--- config.mk ---
export PLATFORM = sky130hd
export DESIGN_NAME = sprite_line_sched
export DESIGN_NICKNAME = d
export VERILOG_FILES = /design/src/rtl/sprite_sched_pkg.sv /design/src/rtl/sprite_y_hit.sv /design/src/rtl/sprite_line_sched.sv
export SDC_FILE = /design/constraint.sdc
export NUM_CORES = 1
export LEC_CHECK = 0
export BUFFER_PORTS_ARGS = -buffer_cell sky130_fd_sc_hd__buf_4
export CAP_MARGIN = 20
export CORE_ASPECT_RATIO = 1.75
export CORE_MARGIN = 1
export CORE_UTILIZATION = 58
export CTS_BUF_LIST = sky130_fd_sc_hd__clkbuf_8
export CTS_CLUSTER_DIAMETER = 80
export DETAILED_ROUTE_END_ITERATION = 12
export PLACE_DENSITY = 0.91
export SETUP_SLACK_MARGIN = 0.2
export SYNTH_ARGS = -nofsm -noshare
export SYNTH_HDL_FRONTEND = slang
export SYNTH_SLANG_ARGS = --single-unit
--- constraint.sdc ---
create_clock -name clk -period 5.11 [get_ports clk]
set_clock_uncertainty 0.1 [all_clocks]
set_input_delay 0.2555 -clock clk [delete_from_list [all_inputs] [get_ports clk]]
set_output_delay 0.2555 -clock clk [all_outputs]
set_load 0.01 [all_outputs]
--- src/rtl/sprite_sched_pkg.sv ---
// Shared encodings and sizes for the per-scanline sprite scheduler.
package sprite_sched_pkg;
    localparam int OAM_N       = 40;
    localparam int MAX_SPR     = 10;
    localparam int SORT_WAIT   = 10;
    localparam int Y_OFFSET    = 16;
    localparam int SPR_H_SHORT = 8;
    localparam int SPR_H_TALL  = 16;
    localparam int IDX_W       = 6;
    localparam int X_W         = 8;
    localparam int CNT_W       = 4;

    typedef enum logic [2:0] {
        ST_IDLE,
        ST_SCAN,
        ST_SORT,
        ST_FETCH,
        ST_DONE
    } state_t;
endpackage

--- src/rtl/sprite_y_hit.sv ---
// Combinational test: does an OAM entry's Y range cover scanline ly?
module sprite_y_hit
    import sprite_sched_pkg::*;
(
    input  logic [X_W-1:0] ly,
    input  logic [X_W-1:0] oam_y,
    input  logic           tall,
    output logic           hit
);
    logic [8:0] line_pos;
    logic [8:0] spr_end;

    // 9-bit math so ly+16 and oam_y+height never wrap
    always_comb begin
        line_pos = {1'b0, ly} + 9'(Y_OFFSET);
        spr_end  = {1'b0, oam_y} + (tall ? 9'(SPR_H_TALL) : 9'(SPR_H_SHORT));
        hit      = (line_pos >= {1'b0, oam_y}) && (line_pos < spr_end);
    end
endmodule

--- src/rtl/sprite_line_sched.sv ---
// Scanline sprite scheduler: OAM scan, external sort handshake, ordered fetch requests.
// Optional SPRITE_SCHED_CGB_ORDER_EN adds cgb_order (fetch in OAM order, no sort).
module sprite_line_sched #(
    parameter int OAM_N     = 40,
    parameter int MAX_SPR   = 10,
    parameter int SORT_WAIT = 10
) (
    input  logic                 clk,
    input  logic                 reset_n,
    input  logic                 line_start,
    input  logic [7:0]           ly,
    input  logic                 tall,
    output logic [5:0]           oam_addr,
    input  logic [7:0]           oam_y,
    input  logic [7:0]           oam_x,
    output logic                 sort_load,
    output logic [8*MAX_SPR-1:0] sort_x,
    input  logic [6*MAX_SPR-1:0] sort_idx,
    output logic                 fetch_req,
    output logic [5:0]           fetch_oam_idx,
    output logic [7:0]           fetch_x,
    input  logic                 fetch_ack,
`ifdef SPRITE_SCHED_CGB_ORDER_EN
    input  logic                 cgb_order,
`endif
    output logic                 busy,
    output logic                 done,
    output logic [3:0]           spr_count
);
    import sprite_sched_pkg::*;

    localparam int WAIT_W = $clog2(SORT_WAIT + 1);

    state_t             state;
    logic [IDX_W-1:0]   slot_oam [MAX_SPR];
    logic [X_W-1:0]     slot_x   [MAX_SPR];
    logic               vld_p0;
    logic               vld_p1;
    logic [IDX_W-1:0]   idx_p1;
    logic               hit_p1;
    logic [X_W-1:0]     ly_q;
    logic               tall_q;
    logic               cgb_q;
    logic               cgb_in;
    logic [CNT_W-1:0]   rank;
    logic [CNT_W-1:0]   rank_nxt;
    logic [CNT_W-1:0]   slot_nxt;
    logic [IDX_W-1:0]   nxt_idx;
    logic [X_W-1:0]     nxt_x;
    logic [WAIT_W-1:0]  wait_cnt;

`ifdef SPRITE_SCHED_CGB_ORDER_EN
    assign cgb_in = cgb_order;
`else
    assign cgb_in = 1'b0;
`endif

    // Map a fetch rank to a slot: identity in OAM order, else the sorter's answer
    function automatic logic [CNT_W-1:0] rank_slot(input logic [CNT_W-1:0] r,
                                                   input logic in_order,
                                                   input logic [6*MAX_SPR-1:0] idx_vec);
        logic [IDX_W-1:0] s;
        if (int'(r) >= MAX_SPR) return '0;
        s = in_order ? IDX_W'(r) : idx_vec[int'(r)*IDX_W +: IDX_W];
        return (int'(s) < MAX_SPR) ? s[CNT_W-1:0] : '0;
    endfunction

    sprite_y_hit u_y_hit (
        .ly    (ly_q),
        .oam_y (oam_y),
        .tall  (tall_q),
        .hit   (hit_p1)
    );

    always_comb begin
        rank_nxt = (state == ST_FETCH) ? rank + 1'b1 : '0;
        slot_nxt = rank_slot(rank_nxt, cgb_q, sort_idx);
        nxt_idx  = slot_oam[slot_nxt];
        nxt_x    = slot_x[slot_nxt];
        for (int i = 0; i < MAX_SPR; i++) sort_x[i*X_W +: X_W] = slot_x[i];
    end

    assign busy = (state != ST_IDLE);

    always_ff @(posedge clk) begin
        if (!reset_n) begin
            state         <= ST_IDLE;
            oam_addr      <= '0;
            vld_p0        <= 1'b0;
            vld_p1        <= 1'b0;
            idx_p1        <= '0;
            ly_q          <= '0;
            tall_q        <= 1'b0;
            cgb_q         <= 1'b0;
            spr_count     <= '0;
            rank          <= '0;
            wait_cnt      <= '0;
            sort_load     <= 1'b0;
            fetch_req     <= 1'b0;
            fetch_oam_idx <= '0;
            fetch_x       <= '0;
            done          <= 1'b0;
            for (int i = 0; i < MAX_SPR; i++) begin
                slot_oam[i] <= '0;
                slot_x[i]   <= 8'hFF;
            end
        end else if (line_start) begin
            // New line, or abort of the current one: restart the scan from entry 0
            state     <= ST_SCAN;
            oam_addr  <= '0;
            vld_p0    <= 1'b1;
            vld_p1    <= 1'b0;
            ly_q      <= ly;
            tall_q    <= tall;
            cgb_q     <= cgb_in;
            spr_count <= '0;
            rank      <= '0;
            wait_cnt  <= '0;
            sort_load <= 1'b0;
            fetch_req <= 1'b0;
            done      <= 1'b0;
            for (int i = 0; i < MAX_SPR; i++) begin
                slot_oam[i] <= '0;
                slot_x[i]   <= 8'hFF;
            end
        end else begin
            sort_load <= 1'b0;
            done      <= 1'b0;
            case (state)
                ST_SCAN: begin
                    // p0: address issued; p1: OAM data back, evaluate hit
                    vld_p1 <= vld_p0;
                    idx_p1 <= oam_addr;
                    if (vld_p0) begin
                        if (oam_addr == 6'(OAM_N - 1)) vld_p0   <= 1'b0;
                        else                           oam_addr <= oam_addr + 1'b1;
                    end
                    if (vld_p1 && hit_p1 && (spr_count < 4'(MAX_SPR))) begin
                        slot_oam[spr_count] <= idx_p1;
                        slot_x[spr_count]   <= oam_x;
                        spr_count           <= spr_count + 1'b1;
                    end
                    if (vld_p1 && (idx_p1 == 6'(OAM_N - 1))) begin
                        state     <= ST_SORT;
                        sort_load <= !cgb_q;
                        wait_cnt  <= '0;
                    end
                end
                ST_SORT: begin
                    if (cgb_q || (wait_cnt == WAIT_W'(SORT_WAIT))) begin
                        if (spr_count == '0) begin
                            state <= ST_DONE;
                            done  <= 1'b1;
                        end else begin
                            state         <= ST_FETCH;
                            rank          <= '0;
                            fetch_req     <= 1'b1;
                            fetch_oam_idx <= nxt_idx;
                            fetch_x       <= nxt_x;
                        end
                    end else begin
                        wait_cnt <= wait_cnt + 1'b1;
                    end
                end
                ST_FETCH: begin
                    if (fetch_ack) begin
                        if (rank == spr_count - 1'b1) begin
                            state     <= ST_DONE;
                            fetch_req <= 1'b0;
                            done      <= 1'b1;
                        end else begin
                            rank          <= rank_nxt;
                            fetch_oam_idx <= nxt_idx;
                            fetch_x       <= nxt_x;
                        end
                    end
                end
                ST_DONE:  state <= ST_IDLE;
                default:  state <= ST_IDLE;
            endcase
        end
    end
endmodule

==> results of run 1 <==
## sequential cells by signal, summed over array words and instances, names as in the netlist, 3 cells and up
name,cells
slot_oam,72
idx_p1,6
fetch_x,8
rank,4
ly_q,8
wait_cnt,4
state,3
oam_addr,6
slot_x,96
spr_count,4
fetch_oam_idx,6
## metal layers
metal | vias to the layer above | global-route usage, %
li1 | 4095 | -
met5 | - | 0
met4 | 0 | 22.30
met1 | 4425 | 32.96
met2 | 526 | 58.76
met3 | 165 | 6.334
## layout make-up
cell class / count / area share (%)
Multi-Input combinational cell: 681 / 35.23
Clock buffer: 32 / 3.088
Sequential cell: 223 / 43.10
Tap cell: 245 / 2.149
Inverter: 21 / 0.5527
Timing Repair Buffer: 249 / 13.60
Clock inverter: 26 / 2.281
## cell usage after synthesis, types with 3 or more instances
library cell	n	area share, %
a2111oi_2	11	1.4
dfxtp_1	55	9.5
nor3b_1	3	0.19
o21ai_0	35	1.5
inv_1	21	0.68
o31ai_1	3	0.19
a211oi_2	11	1.2
and3_1	10	0.54
a211oi_1	8	0.52
a21o_1	5	0.32
nand4b_1	8	0.60
buf_2	12	0.52
ha_1	25	2.7
xor2_1	7	0.53
a31oi_1	3	0.16
clkbuf_1	30	0.97
a21oi_1	19	0.82
xnor2_1	13	0.98
a2111oi_0	4	0.30
or2_2	10	0.54
buf_4	13	0.84
and2_1	30	1.6
nor3_1	14	0.60
o21a_1	22	1.4
buf_6	6	0.58
nor2b_1	31	1.7
edfxtp_1	168	44
or3_1	61	3.3
nand3_1	18	0.78
nor2_1	81	2.6
o211ai_1	4	0.26
nand2b_1	16	0.86
mux2i_1	122	11
nor4_1	4	0.22
nand4_1	7	0.38
buf_1	3	0.097
nand2_1	44	1.4
a21boi_0	6	0.39
## kinds of logic after synthesis
family,after synthesis,share of synthesized area [%]
compound gates,151,10.29
xor+xnor,22,1.890
fa+ha+maj,26,2.872
buf+inv,85,3.693
flops,223,53.03
mux,124,10.93
simple gates,358,17.30
## metrics by stage
stage | utilization (%) | instance area (µm²) | instances | setup slack [ns]
after floorplan | - | 11590 | 989 | 0.9476
after global placement | 67.24 | 13220 | 1391 | 0.8374
after detailed placement | 67.24 | 13220 | 1391 | 0.8136
after CTS | 72.56 | 14260 | 1477 | 0.7968
after global routing | 72.56 | 14260 | 1477 | 0.2195
final | 72.56 | 14260 | 1477 | 0.5148
## where the power goes
group / switching (mW) / internal (mW)
Clock: 0.699 / 0.993
Sequential: 0.0308 / 1.99
Combinational: 0.197 / 0.177
Total: 0.927 / 3.16
## what timing repair did
item	CTS	global route
hold buffers	28	0
endpoints found under the hold margin	91	0
gates resized for setup	0	0
## final timing paths
| path | startpoint | to | slack [ns] | cells past startpoint |
|---|---|---|---|---|
| max | rank[1]$_SDFFE_PP0P_ | fetch_oam_idx[1]$_SDFFE_PN0P_ | 0.51 | 10 |
| min | line_start | vld_p0$_SDFFE_PN0P_ | 0.05 | 2 |
| max reg2reg | rank[1]$_SDFFE_PP0P_ | fetch_oam_idx[1]$_SDFFE_PN0P_ | 0.51 | 10 |
| min reg2reg | vld_p1$_SDFFE_PP0P_ | vld_p1$_SDFFE_PP0P_ | 0.38 | 2 |
## critical path: cells and delay by family (launching register included)
| family | cells | cell delay [ns] |
|---|---|---|
| AOI/OAI and AO/OA | 6 | 2.48 |
| adders and majority gates | 1 | 0.69 |
| and+or+nand+nor | 2 | 0.63 |
| DFF | 1 | 0.37 |
| buffers and inverters | 1 | 0.29 |
==> results.json, run 1 <==
{
  "grt_pass1_wl_um": 50070,
  "period_needed_ns": 4.595,
  "ir_worst_vdd_v": 0.0002601,
  "initial_core_util_pct": 58.96,
  "finalSetupTns_ns": 0,
  "fillCellCount": 1300,
  "cts_root_buffer": "clkbuf_8",
  "die_w_um": 108.9,
  "syn-num-nets": 1104,
  "p_leak_nw": 5.157,
  "async_flop_share_pct": 0,
  "finalCritPeriodShare_pct": 89.93,
  "clk_latency_ns": 0.58,
  "syn_inst": 989,
  "wl_per_cell_um": 22.61,
  "htree_num_levels": 1,
  "via_per_inst": 6.236,
  "dp_hpwl_um": 22930,
  "grt_pass1_vias": 9329,
  "gp_congestion": 0.9086,
  "ant_nets": 0,
  "post_cts_buffers": 0,
  "drive_gt1_share_pct": 25.81,
  "post-route-drc-count": 0,
  "io_buffers": 196,
  "die_y_um": 189.0,
  "wl_met2_um": 17570,
  "clockBufferDepth": 3,
  "synth_area_um2": 11590,
  "grt_overflow": 0,
  "clk_pin_slew_ns": 0.07,
  "ios": 197,
  "numCtsBuffers": 31,
  "worstPathRequired_ns": 5.53,
  "drt-met1-wl_um": 11000,
  "regArea_um2": 6146,
  "synth_warnings": 0,
  "drv_slew": 0,
  "grt_max_degree": 36,
  "synth_edf_count": 168,
  "coreArea_um2": 19650,
  "cap_violations": 0,
  "fmax_ghz": 0.2176,
  "final_hold_viol_count": 0,
  "cts_tree": "yes",
  "p_per_area_nw_per_um2": 286.3,
  "max_slew_margin_pct": 27.16,
  "synth-seq-area-share_pct": 53.03,
  "layout_commonest_cell": "buf_4",
  "routed_wl_um": 33400,
  "dr_wl_met3_um": 2350,
  "worst_path_max_delay_cell": "o211a_2",
  "worstMarginPinSlew_ns": 1.093,
  "crit_type": "register to register",
  "cts.sinks": 223,
  "top_layer": "met4",
  "total_power_mw": 4.083,
  "dieArea_um2": 20570,
  "initialDrtViolationCount": 739,
  "whs_ns": 0.04543,
  "cp_cell_sequence": "ha_1 -> nand4b_1 -> o221ai_1 -> o211a_2 -> and4bb_1 -> o31ai_2 -> buf_4 -> a211oi_2 -> a2111oi_2 -> o21a_1",
  "num_antenna_cells": 0,
  "arrival_ns": 5.02,
  "synth_seq_cells": 223,
  "grt_setup_unrepaired": "no",
  "syn_area_per_cell_um2": 11.72,
  "endpoint_kind": "register",
  "synth_cell_types": 75,
  "worstSetupStartpointType": "register",
  "min_path_type": "input pin to register",
  "multi_input_area_um2": 5025,
  "setup_viol": 0,
  "status": "finished, final reports clean",
  "final_nets": 1322,
  "area_delta_synth_final_pct": 23.06,
  "grt.total_usage_pct": 32.61,
  "max_stage_delay_ns": 0.92,
  "synthFlopType": "edfxtp_1",
  "path_max_fanout": 31,
  "vias": 9211,
  "antenna_found_initial": 0,
  "rows": 68,
  "drt_first_pass_iters": 9,
  "layout_common_cells": "buf_4 (221), edfxtp_1 (168), mux2i_1 (122), nor2_1 (81), or3_1 (61)"
}
No activity file was read; power rests on OpenSTA's default activity.
==> inputs of run 2 (changes only) <==
Settings changed: CORE_MARGIN 1 to 4.
==> results.json, run 2 (synthesized netlist as in run 1, its figures left out) <==
{
  "fmax_ghz": 0.2290,
  "p_per_area_nw_per_um2": 271.5,
  "cap_violations": 0,
  "fillCellCount": 1392,
  "num_antenna_cells": 0,
  "wl_per_cell_um": 22.17,
  "ios": 197,
  "ant_nets": 0,
  "top_register": "slot_x",
  "antenna_found_initial": 0,
  "dp_hpwl_um": 23610,
  "finalSetupTns_ns": 0,
  "coreArea_um2": 19650,
  "die_y_um": 195.0,
  "final_core_util_pct": 71.54,
  "max_stage_delay_ns": 0.84,
  "via_per_inst": 6.153,
  "place_area_um2": 13230,
  "grt_pass1_wl_um": 49760,
  "drt_first_pass_iters": 5,
  "max_slew_margin_pct": 31.27,
  "die_w_um": 114.9,
  "routed_wl_um": 32530,
  "post-route-worst-setup-slack_ns": 0.7434,
  "fin_area_um2": 14060,
  "endpoint_kind": "register",
  "ff2ff_setup_slack_ns": 0.74,
  "grt.total_usage_pct": 28.33,
  "initialDrtViolationCount": 820,
  "dieArea_um2": 22390,
  "final_nets": 1313,
  "crit_type": "register to register",
  "drive_gt1_share_pct": 25.45,
  "total_power_mw": 3.817,
  "worstSetupStartpointType": "register",
  "worst_path_max_delay_cell": "o31ai_2",
  "htree_num_levels": 1,
  "cp_cell_sequence": "ha_1 -> nand4b_1 -> a211oi_1 -> o32ai_4 -> a2bb2oi_1 -> o31ai_2 -> a211oi_1 -> a2111oi_0 -> o21a_1",
  "io_buffers": 196,
  "post-route-drc-count": 0,
  "p_leak_nw": 5.059,
  "grt_pass1_vias": 9404,
  "cpLargestDelayFamily": "compound AO/OA/AOI/OAI gates",
  "setup_viol": 0,
  "period_needed_ns": 4.367,
  "layout_commonest_cell": "buf_4",
  "ir_worst_vdd_v": 0.0002191,
  "initial_core_util_pct": 58.96,
  "rows": 68,
  "final_hold_viol_count": 0,
  "path_max_fanout": 17,
  "drv_slew": 0,
  "finalCritPeriodShare_pct": 85.45,
  "cpMostUsedCell": "a211oi_1",
  "largestRegisters": "slot_x x96, slot_oam x72",
  "pre_cts_ws_ns": 0.8079,
  "vias": 9027,
  "numCtsBuffers": 31,
  "grt_overflow": 0,
  "grt_max_degree": 34,
  "crit_buf_inv": 0,
  "worstMarginPinSlew_ns": 1.025,
  "clk_pin_slew_ns": 0.07,
  "grt_setup_unrepaired": "no",
  "largest_reg_flops": 96,
  "layout_common_cells": "buf_4 (220), edfxtp_1 (168), mux2i_1 (122), nor2_1 (81), or3_1 (61)",
  "area_delta_synth_final_pct": 21.32,
  "worstPathRequired_ns": 5.52,
  "min_path_type": "input pin to register",
  "cts.sinks": 223,
  "status": "finished, final reports clean",
  "clk_latency_ns": 0.57,
  "arrival_ns": 4.78,
  "cts_root_buffer": "clkbuf_8",
  "gp_congestion": 0.8877,
  "clockBufferDepth": 3,
  "cts_tree": "yes"
}
[run 2: changes by cell type in the layout (fill, tap and decap cells not counted), moves of 3 or more]
| cell | change |
|---|---|
| bufinv_16 | -4 |
| clkinv_1 | +3 |
| dlygate4sd3_1 | -9 |
| inv_1 | +3 |
[run 2: report_power, final]
group	leakage, nW	internal (mW)	switching (mW)	total, mW
logic	2.69	0.173	0.195	0.367
registers	2.01	1.99	0.0290	2.02
clock network	0.356	0.771	0.664	1.44
[run 2: worst paths after layout]
check / startpoint / endpoint / cells past startpoint
max reg2reg: rank[1]$_SDFFE_PP0P_ / fetch_x[7]$_SDFFE_PN0P_ / 9
min: line_start / vld_p0$_SDFFE_PN0P_ / 2
max: rank[1]$_SDFFE_PP0P_ / fetch_x[7]$_SDFFE_PN0P_ / 9
min reg2reg: vld_p1$_SDFFE_PP0P_ / vld_p1$_SDFFE_PP0P_ / 2
[run 2: metrics by stage]
stage,cells,hold WS [ns]
global placement,1391,0.3670
CTS,1467,0.02701
floorplan,989,0.2544
finish,1467,0.04526
global route,1467,0.04627
detailed placement,1391,0.3722
[run 2: routing by layer]
metal	track usage (%)	share of wire [%]	routed length, µm
met5	0	0	0
met4	16.41	6.7	2169
met3	3.659	6.9	2257
met2	52.00	54	17610
met1	30.23	32	10490
[run 2: what timing repair did]
action	4_1_cts	5_1_grt
endpoints found under the hold margin	91	0
hold buffers	19	0
gates resized for setup	0	0
buffers inserted	0	0
[run 2: worst register-to-register path, stage by stage, from the launching register on]
cell and delay (ns):
dfxtp_1 0.37, ha_1 0.70, nand4b_1 0.37, a211oi_1 0.50
o32ai_4 0.20, a2bb2oi_1 0.20, o31ai_2 0.84, a211oi_1 0.19
a2111oi_0 0.62, o21a_1 0.21
[run 2: area by class of cell]
type / count / area, µm² / area share [%]
clock inverter: 26 / 215.2 / 1.531
inverter: 21 / 78.83 / 0.5606
sequential: 223 / 6146 / 43.71
tap: 245 / 306.5 / 2.180
clock buffer: 31 / 426.7 / 3.035
timing repair buffer: 240 / 1862 / 13.24
multi-input combinational: 681 / 5025 / 35.74
==> inputs of run 3 (changes only) <==
Settings changed: ABC_AREA from default to 1, CORE_MARGIN 4 to 1, CORE_UTILIZATION 58 to 59, PLACE_DENSITY 0.91 to 0.92.
==> results.json, run 3 <==
{
  "vias": 12020,
  "ir_worst_vdd_v": 0.0001996,
  "cts_root_buffer": "clkbuf_8",
  "syn_inst": 1493,
  "endpoint": "slot_oam[4][5]$_SDFFCE_PN0P_",
  "synth_area_um2": 12120,
  "place_area_um2": 13660,
  "cap_violations": 0,
  "finalSetupTns_ns": 0,
  "rows": 69,
  "clk_pin_slew_ns": 0.07,
  "die_y_um": 191.6,
  "io_buffers": 196,
  "routed_wl_um": 39650,
  "path_max_fanout": 14,
  "r2r_cells": 17,
  "status": "finished, final reports clean",
  "synth_top_area_cell": "edfxtp_1",
  "dp_hpwl_um": 26410,
  "yosys-top-cells-count": "nand2_1 (260), inv_1 (239), nand3_1 (180), nor2_1 (172), edfxtp_1 (168)",
  "pwr-share-comb_pct": 13.3,
  "drt_first_pass_iters": 7,
  "num_antenna_cells": 0,
  "top_register": "slot_x",
  "ff2ff_setup_slack_ns": 0.69,
  "grt_pass1_wl_um": 60020,
  "final_nets": 1793,
  "synth_xor_area_share_pct": 0.7950,
  "ios": 197,
  "cts_tree": "yes",
  "fmax_ghz": 0.2263,
  "final_hold_viol_count": 0,
  "finalCritPeriodShare_pct": 86.49,
  "hold_depth": 3,
  "dieArea_um2": 21140,
  "post-route-drc-count": 0,
  "initialDrtViolationCount": 1532,
  "min_path_type": "input pin to register",
  "max_slew_margin_pct": 27.49,
  "yosysMostFrequentCell": "nand2_1",
  "synth_top_family_by_area": "simple AND/OR/NAND/NOR gates",
  "worstMarginPinSlew_ns": 1.088,
  "wl_per_cell_um": 20.33,
  "post_cts_buffers": 0,
  "grt.total_usage_pct": 38.44,
  "area_delta_synth_final_pct": 20.06,
  "p_per_area_nw_per_um2": 270.1,
  "switching_share_pct": 27.03,
  "clk_latency_ns": 0.59,
  "initial_core_util_pct": 59.98,
  "fin_area_um2": 14550,
  "clockBufferDepth": 3,
  "timing.rr.start": "tall_q$_SDFFE_PN0P_",
  "grt_max_degree": 85,
  "synth-seq-area-share_pct": 50.72,
  "gp_congestion": 0.9538,
  "synthFlopType": "edfxtp_1",
  "worstPathRequired_ns": 5.23,
  "period_needed_ns": 4.419,
  "crit_type": "register to register",
  "largest_reg_flops": 96,
  "drive_gt1_share_pct": 16.33,
  "antenna_found_initial": 0,
  "synthMuxAreaShare_pct": 0,
  "cts.sinks": 223,
  "async_flop_share_pct": 0,
  "synth_warnings": 0,
  "layout_common_cells": "nand2_1 (260), inv_1 (246), buf_4 (214), nand3_1 (180), nor2_1 (170)",
  "drv_slew": 0,
  "setup_viol": 0,
  "p_clk_share_pct": 35.4,
  "ant_nets": 0,
  "htree_num_levels": 1,
  "grt_setup_unrepaired": "no",
  "worstSetupStartpointType": "register",
  "die_w_um": 110.3,
  "synth_compound_area_share_pct": 4.419,
  "via_per_inst": 6.163,
  "coreArea_um2": 20200,
  "p_switching_mw": 1.062,
  "syn-num-nets": 1608,
  "syn_area_per_cell_um2": 8.116,
  "synth_seq_cells": 223,
  "largestRegisters": "slot_x x96, slot_oam x72",
  "synth_cell_types": 41,
  "intPower_mw": 2.868,
  "grt_overflow": 0,
  "seqPwrFrac_pct": 51.3,
  "layout_commonest_cell": "nand2_1",
  "startpoint": "tall_q$_SDFFE_PN0P_",
  "synthTopCellsByArea": "edfxtp_1 (42%), dfxtp_1 (9.1%), nand2_1 (8.1%)",
  "yosys.area_share.simple_pct": 30.10,
  "endpoint_kind": "register",
  "p_leak_nw": 6.528,
  "yosysTopAreaCellShare_pct": 41.63,
  "r2r_end": "slot_oam[4][5]$_SDFFCE_PN0P_",
  "arrival_ns": 4.54,
  "synth_fa_ha_area_share_pct": 2.747,
  "grt_pass1_vias": 11370,
  "synth_edf_count": 168,
  "numCtsBuffers": 30
}
run 3: cell types whose count changed after synthesis, sizes merged, moves of 31 or more:
| cell | delta |
|---|---|
| inv | +222 |
| mux2i | -122 |
| nand2 | +219 |
| nand3 | +167 |
| nand4 | +135 |
| nor2 | +94 |
| nor2b | -31 |
| or3 | -61 |
run 3: repair_timing:
action,CTS,global route
hold buffers,28,0
endpoints found under the hold margin,44,0
gates resized for setup,0,0
run 3: per-layer routing:
metal	GRT usage (%)	share of wire [%]
met1	39.83	29
met2	63.09	49
met3	10.35	11
met4	32.64	10
met5	0	0
run 3: cell type report:
type | count | area [µm²]
Tap cell | 248 | 310.3
Inverter | 256 | 960.9
Timing Repair Buffer | 242 | 1887
Fill cell | 1511 | 5653
Clock inverter | 26 | 200.2
Sequential cell | 223 | 6146
Clock buffer | 30 | 412.9
Multi-Input combinational cell | 925 | 4632
run 3: cell families (layout without fill, tap and decap cells):
group,after synthesis,after routing
simple gates,787,787
compound gates,101,101
fa+ha+maj,26,26
xor+xnor,11,11
flops,223,223
buf+inv,345,554
run 3: worst min path at each step:
stage / start / to / slack (ns)
5_1_grt: line_start / idx_p1[2]$_SDFFE_PN0P_ / 0.10
3_5_place_dp: ly_q[0]$_SDFFE_PN0P_ / ly_q[0]$_SDFFE_PN0P_ / 0.36
3_3_place_gp: ly_q[0]$_SDFFE_PN0P_ / ly_q[0]$_SDFFE_PN0P_ / 0.36
2_1_floorplan: oam_x[0] / slot_x[10][0]$_DFFE_PP_ / 0.25
4_1_cts: line_start / idx_p1[4]$_SDFFE_PN0P_ / 0.07
6_report: line_start / idx_p1[2]$_SDFFE_PN0P_ / 0.08
run 3: critical path, cell delays in order (launching register included):
cell      delay [ns]
dfxtp_1         0.33
inv_1           0.14
ha_1            0.20
inv_1           0.07
fa_1            0.41
nor3_1          0.26
xor2_1          0.19
ha_1            0.26
nand2_1         0.10
nor2_1          0.06
a221oi_1        0.26
nand4_1         0.14
nor2_1          0.13
buf_4           0.21
inv_1           0.16
nor2_4          0.21
nand2_1         0.27
nand2_1         0.56
run 3: power by group through the flow:
stage	clock network [mW]	logic (mW)	registers [mW]
floorplan	0	0.288	2.05
global placement	0	0.458	2.05
detailed placement	0	0.472	2.05
CTS	1.38	0.496	2.02
global route	1.46	0.558	2.02
finish	1.39	0.521	2.02
run 3: metrics by stage:
step	utilization, %	hold slack [ns]	setup slack (ns)	std cells	total power [mW]
6_report	72.02	0.08084	0.6906	1950	3.930
3_3_place_gp	67.60	0.3550	1.104	1866	2.510
2_1_floorplan	-	0.2544	1.239	1493	2.338
5_1_grt	72.02	0.1023	0.4427	1950	4.038
4_1_cts	72.02	0.06661	0.8495	1950	3.888
3_5_place_dp	67.60	0.3585	0.9446	1866	2.526
